--- config.mk ---
export PLATFORM = sky130hd
export DESIGN_NAME = cifar10_argmax_classifier
export DESIGN_NICKNAME = d
export VERILOG_FILES = /design/src/rtl/cifar10_argmax_classifier.sv
export SDC_FILE = /design/constraint.sdc
export NUM_CORES = 1
export LEC_CHECK = 0
export CAP_MARGIN = 0
export CORE_ASPECT_RATIO = 2
export CORE_MARGIN = 1.5
export CORE_UTILIZATION = 30
export DETAILED_ROUTE_END_ITERATION = 8
export PLACE_DENSITY = 0.62
export SETUP_SLACK_MARGIN = 0.3
export SLEW_MARGIN = 15
export SYNTH_ARGS = -nofsm -noshare
export SYNTH_HDL_FRONTEND = slang
export SYNTH_SLANG_ARGS = --single-unit
--- constraint.sdc ---
create_clock -name clk -period 2.8 [get_ports clk]
set_input_delay 0.56 -clock clk [delete_from_list [all_inputs] [get_ports clk]]
set_output_delay 0.56 -clock clk [all_outputs]
set_load 0.01 [all_outputs]
--- src/rtl/cifar10_argmax_classifier.sv ---
// Final CIFAR-10 stage: launches the dense output layer, scans its logits and
// holds argmax index, winning score and top-1/top-2 margin with a sticky done.
module cifar10_argmax_classifier #(
  parameter int unsigned N_CLASSES    = 10,
  parameter int unsigned READ_LATENCY = 0
) (
  input  logic        clk,
  input  logic        resetn,
  input  logic        start,
  output logic        up_start,
  input  logic        up_done,
  output logic [3:0]  up_read_addr,
  input  logic [31:0] up_read_data,
  output logic        busy,
  output logic        done,
  output logic [3:0]  class_idx,
  output logic [31:0] max_score,
  output logic [31:0] margin
);

  localparam int unsigned IDX_W  = 4;
  localparam int unsigned DATA_W = 32;
  localparam logic [IDX_W-1:0] LAST_IDX = IDX_W'(N_CLASSES - 1);
  localparam logic [DATA_W-1:0] MIN_SCORE = {1'b1, {(DATA_W-1){1'b0}}};

  typedef enum logic [2:0] {
    S_IDLE,
    S_WAIT_UP,
    S_SCAN,
    S_FINISH,
    S_DONE
  } state_t;

  state_t                   state;
  logic [IDX_W-1:0]         cons_idx;
  logic [IDX_W-1:0]         best_idx;
  logic signed [DATA_W-1:0] best;
  logic signed [DATA_W-1:0] second;
  logic signed [DATA_W-1:0] logit;
  logic                     fill;
  logic [DATA_W:0]          diff_c;

  assign logit  = up_read_data;
  // best >= second always, so the 33-bit difference is non-negative and fits 32 bits
  assign diff_c = {best[DATA_W-1], best} - {second[DATA_W-1], second};

  always_ff @(posedge clk or negedge resetn) begin
    if (!resetn) begin
      state        <= S_IDLE;
      up_start     <= 1'b0;
      up_read_addr <= '0;
      busy         <= 1'b0;
      done         <= 1'b0;
      class_idx    <= '0;
      max_score    <= '0;
      margin       <= '0;
      cons_idx     <= '0;
      best_idx     <= '0;
      best         <= '0;
      second       <= '0;
      fill         <= 1'b0;
    end else begin
      up_start <= 1'b0;
      case (state)
        S_IDLE: begin
          if (start) begin
            up_start <= 1'b1;
            busy     <= 1'b1;
            state    <= S_WAIT_UP;
          end
        end
        S_WAIT_UP: begin
          if (up_done) begin
            up_read_addr <= '0;
            cons_idx     <= '0;
            fill         <= (READ_LATENCY != 0);
            state        <= S_SCAN;
          end
        end
        S_SCAN: begin
          // address leads consumed data by READ_LATENCY and parks on the last logit
          fill <= 1'b0;
          if (up_read_addr != LAST_IDX) begin
            up_read_addr <= up_read_addr + IDX_W'(1);
          end
          if (!fill) begin
            if (cons_idx == '0) begin
              best     <= logit;
              second   <= MIN_SCORE;
              best_idx <= '0;
            end else if (logit > best) begin
              second   <= best;
              best     <= logit;
              best_idx <= cons_idx;
            end else if (logit > second) begin
              second <= logit;
            end
            cons_idx <= cons_idx + IDX_W'(1);
            if (cons_idx == LAST_IDX) begin
              state <= S_FINISH;
            end
          end
        end
        S_FINISH: begin
          class_idx <= best_idx;
          max_score <= best;
          margin    <= diff_c[DATA_W-1:0];
          done      <= 1'b1;
          busy      <= 1'b0;
          state     <= S_DONE;
        end
        S_DONE: begin
          if (start) begin
            done     <= 1'b0;
            up_start <= 1'b1;
            busy     <= 1'b1;
            state    <= S_WAIT_UP;
          end
        end
        default: state <= S_IDLE;
      endcase
    end
  end

endmodule

==> results.txt, run 1 <==
The initial cell density of the core came out at 0.304. The number of placement rows came out at 92. The register area share after synthesis is 0.393. At the worst endpoint, the required time is 3140 ps.

Setup violations remaining at the end of the flow were counted as 68. The average size of a mapped cell is 9.57 um^2. The global route total overflow came out at 0. The relative area change from synthesis to final layout is 54.4%.

The gate count after technology mapping is 997. The floorplan die area came out at 32900 um^2. The clock-pin transition on the worst setup and hold timing paths came out at 70 ps. For met2 alone, demand over resource in global routing was 0.343. The mapped netlist covers approximately 9500 um^2.

The global-route met1 utilization came out at 0.182. The final reports fail on negative setup slack. The leading register cell type out of synthesis is dfrtp_1. The worst hold slack across all endpoints is 47.9 ps. The met3 routing resource usage after global routing is 0.0280. The flow ran to the end, but the final reports show violations. The share of cells above drive strength 1 is 0.343.

The number of slew-limit violations in the final report came out at 0. Across the run, the number of max-cap violations was 0. Broken down by cell family, the worst path's largest delay share belongs to buffers and inverters. The first global-routing pass estimated about 46 mm of wire. After synthesis, the netlist uses between 50 and 60 different library cells. Across all layers, the routed design uses 8635 vias.

The async set-or-reset flop fraction in the synthesized netlist is 1.00. The total power draw is 21.9 mW. The largest fanout of any net on the critical path is 6. The path class of the tightest hold or removal check is primary input to async pin. In the final routed layout, each cell accounts on average for 17.2 um. The final net count is 1460. For this design the ratio of total power to cell area is 1490 nW/um^2. The clock root buffer is clkbuf_16.

The initial antenna violation count came out at 1. The HPWL after detailed placement came out at approximately 22 mm. The clock passes through at most 2 buffers.

The number of detailed-routing iterations run before antenna repair is 4. The number of enable flip-flop cells after synthesis is 0. The number of buffers added to fix hold violations after cts is 0.

The master of the slowest instance on the critical path is or4_4. The first routing iteration left 369 violations. Of the post-synthesis cell area, the dominant cell type holds 0.393. Setup slack on the critical path of the routed design comes to -244 ps. In this run the most used layer during global routing was met2. STA classifies the critical path endpoint as a flip-flop. The commonest cells after synthesis are 176 x nand2_1, 150 x dfrtp_1, 100 x ha_1. The arrival time of data at the critical path endpoint is 3380 ps.

The pre-CTS worst setup slack came out at -853 ps. When the netlist entered floorplanning its net count stood at 1134. In this run the critical register-to-register path is captured at second[26]$_DFFE_PN0P_. After layout, the minimum clock period comes to roughly 3000 ps.

TritonCTS built the clock tree. The setup path with the least slack is of type primary input to flip-flop. The number of global-route vias before repair came out at 8815.

Setup repair after global routing could not meet its margin everywhere. The die boundary height is between 200 and 300 um. The register bit count reported by yosys came out at 150. The number of I/O port buffers is 110.

The area of the placeable core came out at 31400 um^2. The count of placed standard cells including taps came out at roughly 1700. The number of nets with antenna violations after routing is 0. The DRC violation count after routing is 0.

The start of the worst register-to-register path is best[14]$_DFFE_PN0P_. The number of hold violations in the final report was 0. The I/O pin count came out at 111. The worst setup path is launched from a primary input. In this run the horizontal extent of the chip is 129 um. The clock drives 150 sinks. After detailed routing, the total wire length is 30.3 mm.

At the pin with the least slew margin, the transition time is a little over 700 ps. Measured in cells, the most critical reg-to-reg path has a length of 12. Ranked by total cell area, the synthesized netlist is headed by dfrtp_1 39%, ha_1 13%, nand2_1 6.9%. The critical path's largest stage delay came out at 530 ps. The worst path buffer plus inverter count came out at 5. The combined global-route utilization of all metal layers came out at 0.185.

The CTS buffer count is 17. The yosys synthesis warning count is 0. The source-to-sink clock delay at the later pin of the worst-skew pair is ~450 ps.

The flop-to-flop setup slack is -240 ps. The pin count of the biggest net entering global routing is 53. The share of the core filled with cells in the final layout came out at 0.469. The maximum operating frequency is 329 MHz. The leakage power total is 6.98 nW. Traced cell by cell, the critical path runs through dlygate4sd2_1 -> ha_4 -> nand4_1 -> buf_4 -> or4_4 -> o221a_4 -> o31ai_4 -> buf_6 -> o21ai_4 -> buf_12 -> buf_16 -> mux2_4. The routability congestion estimate came out at 0.877. The worst slew margin relative to its limit came out at 0.525. The peak supply drop is 0.834 mV.

The deepest level of the CTS H-tree is 4. For this run, the number of standard cells in the final layout without fillers is 1760. Yosys instantiated no cell more often than nand2_1. The library cell occupying the most area in the post-synthesis netlist is dfrtp_1. The final worst-path cycle share came out at 1.09.

The via-per-instance ratio is 4.91. The final worst clock skew came out at approximately 14 ps.
-- worst register-to-register path, stage by stage, from the launching register on --
cell and delay (ps):
dfrtp_1 360, inv_2 60, ha_4 270, nand4_1 210, buf_4 220, or4_4 530, o221a_4 270, o31ai_4 190
buf_6 140, o21ai_4 70, buf_12 160, buf_16 150, mux2_4 300
-- cell usage in the layout, fill, tap and decap left out, types with 31 or more instances in the layout --
| cell | synthesis | layout |
|---|---|---|
| a21oi_1 | 42 | 31 |
| buf_4 | 0 | 186 |
| clkdlybuf4s50_1 | 0 | 90 |
| dfrtp_1 | 150 | 149 |
| ha_1 | 100 | 69 |
| inv_1 | 80 | 68 |
| mux2_4 | 29 | 62 |
| mux2i_1 | 33 | 33 |
| nand2_1 | 176 | 169 |
| nor2_1 | 34 | 32 |
| o21ai_0 | 87 | 59 |
-- how the worst max path moves through the flow --
stage,start,endpoint,slack (ps),cells after the start
floorplan,up_read_data[17],second[10]$_DFFE_PN0P_,80,10
global placement,up_read_data[21],best[13]$_DFFE_PN0P_,-810,10
detailed placement,up_read_data[17],second[20]$_DFFE_PN0P_,-850,11
CTS,best[15]$_DFFE_PN0P_,second[16]$_DFFE_PN0P_,-270,11
global route,best[23]$_DFFE_PN0P_,second[9]$_DFFE_PN0P_,-290,13
finish,up_read_data[15],second[26]$_DFFE_PN0P_,-240,12
-- sequential cells by signal (all words and copies together) (netlist names) --
name	flops
class_idx	4
done	1
max_score	32
up_start	1
cons_idx	4
busy	1
up_read_addr	4
state	3
best	32
second	32
best_idx	4
margin	32
-- repair_timing --
item	CTS	global route
cloned	4	1
gates resized for setup	150	119
buffers inserted	28	21
pin swaps	77	59
endpoints found under the setup margin	89	87
-- metal layers --
metal / share of wire / up-vias
met5: 0 / -
met4: 0.072 / 0
met3: 0.027 / 99
met2: 0.55 / 178
met1: 0.35 / 4217
li1: - / 4141
-- final cells by class --
class                      instances  area, um^2
inverter                          80         303
multi-input combinational        733        6360
antenna                            1        2.50
fill                            2866       16700
tap                              423         529
timing repair buffer             341        3160
clock inverter                    11         148
clock buffer                      21         470
sequential                       150        3750
-- metrics by stage --
stage          cell area [um^2]  TNS [ps]
6_report                  14700    -11970
5_1_grt                   14700    -15430
4_1_cts                   14000    -15750
3_5_place_dp              12500    -56240
3_3_place_gp              12500    -53610
2_1_floorplan              9630         0
-- power breakdown --
part           internal, mW  switching [mW]
registers              3.15           0.677
logic                  8.30            7.34
clock network          1.47           0.974
total                  12.9            8.99
-- cells by family after synthesis --
logic type	Yosys count	share of synthesized area
flip-flops	150	0.393
adder cells (fa/ha/maj)	101	0.133
XOR/XNOR	24	0.0220
buffers and inverters	114	0.0502
AO/OA/AOI/OAI	223	0.147
AND/OR/NAND/NOR	289	0.134
multiplexers	96	0.120
Power figures use the tool's default switching activity.
==> inputs of run 2 (changes only) <==
--- a/config.mk
+++ b/config.mk
@@ -5,6 +5,7 @@
 export SDC_FILE = /design/constraint.sdc
 export NUM_CORES = 1
 export LEC_CHECK = 0
+export ABC_CLOCK_PERIOD_IN_PS = 2800
 export CAP_MARGIN = 0
 export CORE_ASPECT_RATIO = 2
 export CORE_MARGIN = 1.5
==> results of run 2 <==
No change in the layout: final DEF, timing and power equal those of run 1.
==> inputs of run 3 (changes only) <==
--- a/config.mk
+++ b/config.mk
@@ -5,13 +5,13 @@
 export SDC_FILE = /design/constraint.sdc
 export NUM_CORES = 1
 export LEC_CHECK = 0
-export ABC_CLOCK_PERIOD_IN_PS = 2800
+export ABC_CLOCK_PERIOD_IN_PS = 2900
 export CAP_MARGIN = 0
 export CORE_ASPECT_RATIO = 2
 export CORE_MARGIN = 1.5
-export CORE_UTILIZATION = 30
+export CORE_UTILIZATION = 26
 export DETAILED_ROUTE_END_ITERATION = 8
-export PLACE_DENSITY = 0.62
+export PLACE_DENSITY = 0.55
 export SETUP_SLACK_MARGIN = 0.3
 export SLEW_MARGIN = 15
 export SYNTH_ARGS = -nofsm -noshare
==> constraint.sdc (replaced) <==
create_clock -name clk -period 2.9 [get_ports clk]
set_input_delay 0.58 -clock clk [delete_from_list [all_inputs] [get_ports clk]]
set_output_delay 0.58 -clock clk [all_outputs]
set_load 0.01 [all_outputs]
==> run 3 against run 2 <==
Compared with the run above: the flow still finishes with violations (negative setup slack); worst setup slack improved by 97 ps; largest power group unchanged; final area down 2.3%; sequential power is 3% lower; via count fell by 1.5%; sequential share of layout area is 0.59 points higher.
==> results.txt, run 3 (same netlist as run 1, synthesis figures left out) <==
The number of slew-limit violations in the final report is 0 (unchanged). The floorplan die width came to 138 um (+7.2%). The CTS buffer count was 17 (unchanged). Setup repair after global routing could not meet its margin everywhere. Compared with the post-synthesis result, the final layout area differs by 50.9%. The area of the placeable core is 36300 um^2 (+15%). The routed length per placed instance came out at 18.4 um (+7.0%). The share of cells above drive strength 1 was 0.313 (-0.0295). The worst hold slack across all endpoints is 105 ps (+56.6 ps).

The pre-CTS worst setup slack came out at -854 ps (-0.561 ps). The clock net sink count is 150 (unchanged). The checks that failed: negative setup slack. The die boundary height is 274 um (+7.3%). The power per cell area is 1410 nW/um^2 (-5.5%). The number of global-route vias before repair is 8941 (+1.4%). The initial antenna violation count is 0 (-1).

The routability congestion estimate was 0.837 (-4.6%). The via-per-instance ratio was 4.86 (-0.93%). The clock period minus final worst setup slack is 3050 ps. The pin count of the biggest net entering global routing is 55 (+3.8%). The share of the core filled with cells in the final layout is 0.397 (-0.0721). STA classifies the critical path startpoint as a primary input. The number of hold violations in the final report is 0 (unchanged).

The largest fanout of any net on the critical path is 4 (-2). The tightest min-delay check is of the primary input to async pin type. Of the available clock period, the critical path in the final layout requires 1.05.

The maximum operating frequency came out at 328 MHz. The critical path goes through dlygate4sd2_1 -> buf_4 -> ha_1 -> a21o_1 -> a21o_1 -> a221o_1 -> a211o_1 -> a221oi_2 -> o21ai_4 -> buf_6 -> clkbuf_16 -> mux2_4. The final design instance area without fill came to 14400 um^2 (-2.3%). The number of I/O port buffers came out at 110 (unchanged).

The number of placement rows is 99 (+7.6%). The number of fill cells in the layout is 3516 (+23%). The run finished, with violations left. The actual slew at the worst max-slew pin came to 682 ps (-25.0 ps). The final worst clock skew is 9.31 ps (-4.73 ps). The number of max-capacitance violations reported came to 0 (unchanged).

The required time at the endpoint of the critical path is 3240 ps (+100 ps). The final net count is 1420 (-2.7%). The DRC violation count after routing is 0 (unchanged). The final worst slack is -147 ps (+96.8 ps). The combined global-route utilization of all metal layers came out at 0.170 (-0.0155).

The final antenna diode count is 0 (-1). The global-route wire length before repair is 49.4 mm (+7.4%). The clock tree buffer depth was 2 (unchanged). The peak supply drop is 0.587 mV (-30%).

The number of failing setup endpoints in the final timing report came out at 66 (-2.9%). The clock-pin transition on the worst setup and hold timing paths came out at 70 ps (about the same). Among all stages on the critical path, the largest delay is contributed by a221o_1.

The source-to-sink clock delay at the later pin of the worst-skew pair is 450 ps (about the same). The deepest level of the CTS H-tree is 4 (unchanged). The setup path with the least slack is of type primary input to flip-flop. By instance count, the cell type seen most on the critical path is a21o_1.

TritonCTS built the clock tree. The worst setup path is captured at a flip-flop. The number of detailed-routing iterations run before antenna repair came out at 5 (+1). The worst slew margin relative to its limit came out at 0.541 (+0.0168).

The critical path's largest stage delay is 350 ps (-180 ps). The total via count in the routed design came out at 8506 (-1.5%). The arrival time of data at the critical path endpoint is 3380 ps (about the same).

The leakage power total came out at 6.79 nW (-2.7%). The I/O pin count is 111 (unchanged). The global route total overflow came out at 0 (unchanged). The post-detailed-placement cell area came out at 12300 um^2 (-1.7%).

The initial cell density of the core is 0.263 (-0.0407). The floorplan die area came to 37900 um^2 (+15%). Clock tree synthesis selected as its root buffer the cell clkbuf_16.

The number of buffers added to fix hold violations after cts came out at 0 (unchanged). The HPWL after detailed placement is 23.1 mm (+5.3%). The top cell types in the final layout, fill and taps aside, are 167 x nand2_1, 155 x buf_4, 149 x dfrtp_1, 85 x clkdlybuf4s50_1, 70 x inv_1. The area used by sequential logic in the layout is 3750 um^2 (unchanged).

The most common cell after layout, fill and taps aside is nand2_1. The total area of multi-input combinational cells came out at 6220 um^2 (-2.3%). The DRC marker count from the first detailed-route iteration is 334 (-9.5%). The post-detailed-routing wire length is 32.2 mm (+6.4%).

The number of nets with antenna violations after routing was 0 (unchanged). The flop-to-flop setup slack is -140 ps (+100 ps).
==> run 3: routing by layer <==
| layer | routed length (um) | track usage | part of all wire |
|---|---|---|---|
| met1 | 11500 | 0.166 | 0.36 |
| met2 | 18300 | 0.336 | 0.57 |
| met3 | 763 | 0.0246 | 0.024 |
| met4 | 1580 | 0.0936 | 0.049 |
| met5 | 0 | 0 | 0 |
==> run 3: final cells by class <==
cell class | instances | area share
clock buffer | 21 | 0.0327
tap | 454 | 0.0395
inverter | 80 | 0.0209
timing repair buffer | 301 | 0.202
multi-input combinational | 733 | 0.432
sequential | 150 | 0.261
clock inverter | 11 | 0.0117
==> run 3: power by group <==
part	switching, mW	internal [mW]
clock network	0.967	1.51
registers	0.678	3.04
logic	6.80	7.24
==> run 3: repair_timing <==
action | CTS | global route
pin swaps | 51 | 54
setup endpoints to repair | 85 | 86
gates cloned | 8 | 1
resized for setup | 133 | 94
buffers inserted | 24 | 9
hold endpoints to repair | 0 | 0
==> run 3: worst paths after layout <==
kind	from	endpoint	depth (start not counted)
max	up_read_data[21]	second[25]$_DFFE_PN0P_	12
min	resetn	max_score[12]$_DFFE_PN0P_	1
max reg2reg	second[17]$_DFFE_PN0P_	second[25]$_DFFE_PN0P_	12
min reg2reg	busy$_DFFE_PN0P_	busy$_DFFE_PN0P_	1
max in group asynchronous	resetn	max_score[20]$_DFFE_PN0P_	2
min in group clk	busy$_DFFE_PN0P_	busy$_DFFE_PN0P_	1
==> run 3: per-stage QoR <==
step | cells | power, mW | setup TNS, ps
floorplan | 997 | 10.3 | 0
global placement | 1676 | 14.7 | -54040
detailed placement | 1676 | 14.9 | -52910
CTS | 1740 | 19.2 | -9240
global route | 1750 | 21.6 | -10000
finish | 1750 | 20.2 | -6510
==> run 3: critical path, delay by kind of cell <==
family | cells | cell delay (ps)
AOI/OAI and AO/OA | 6 | 1470
adders and majority gates | 1 | 290
buffers and inverters | 4 | 740
muxes | 1 | 300
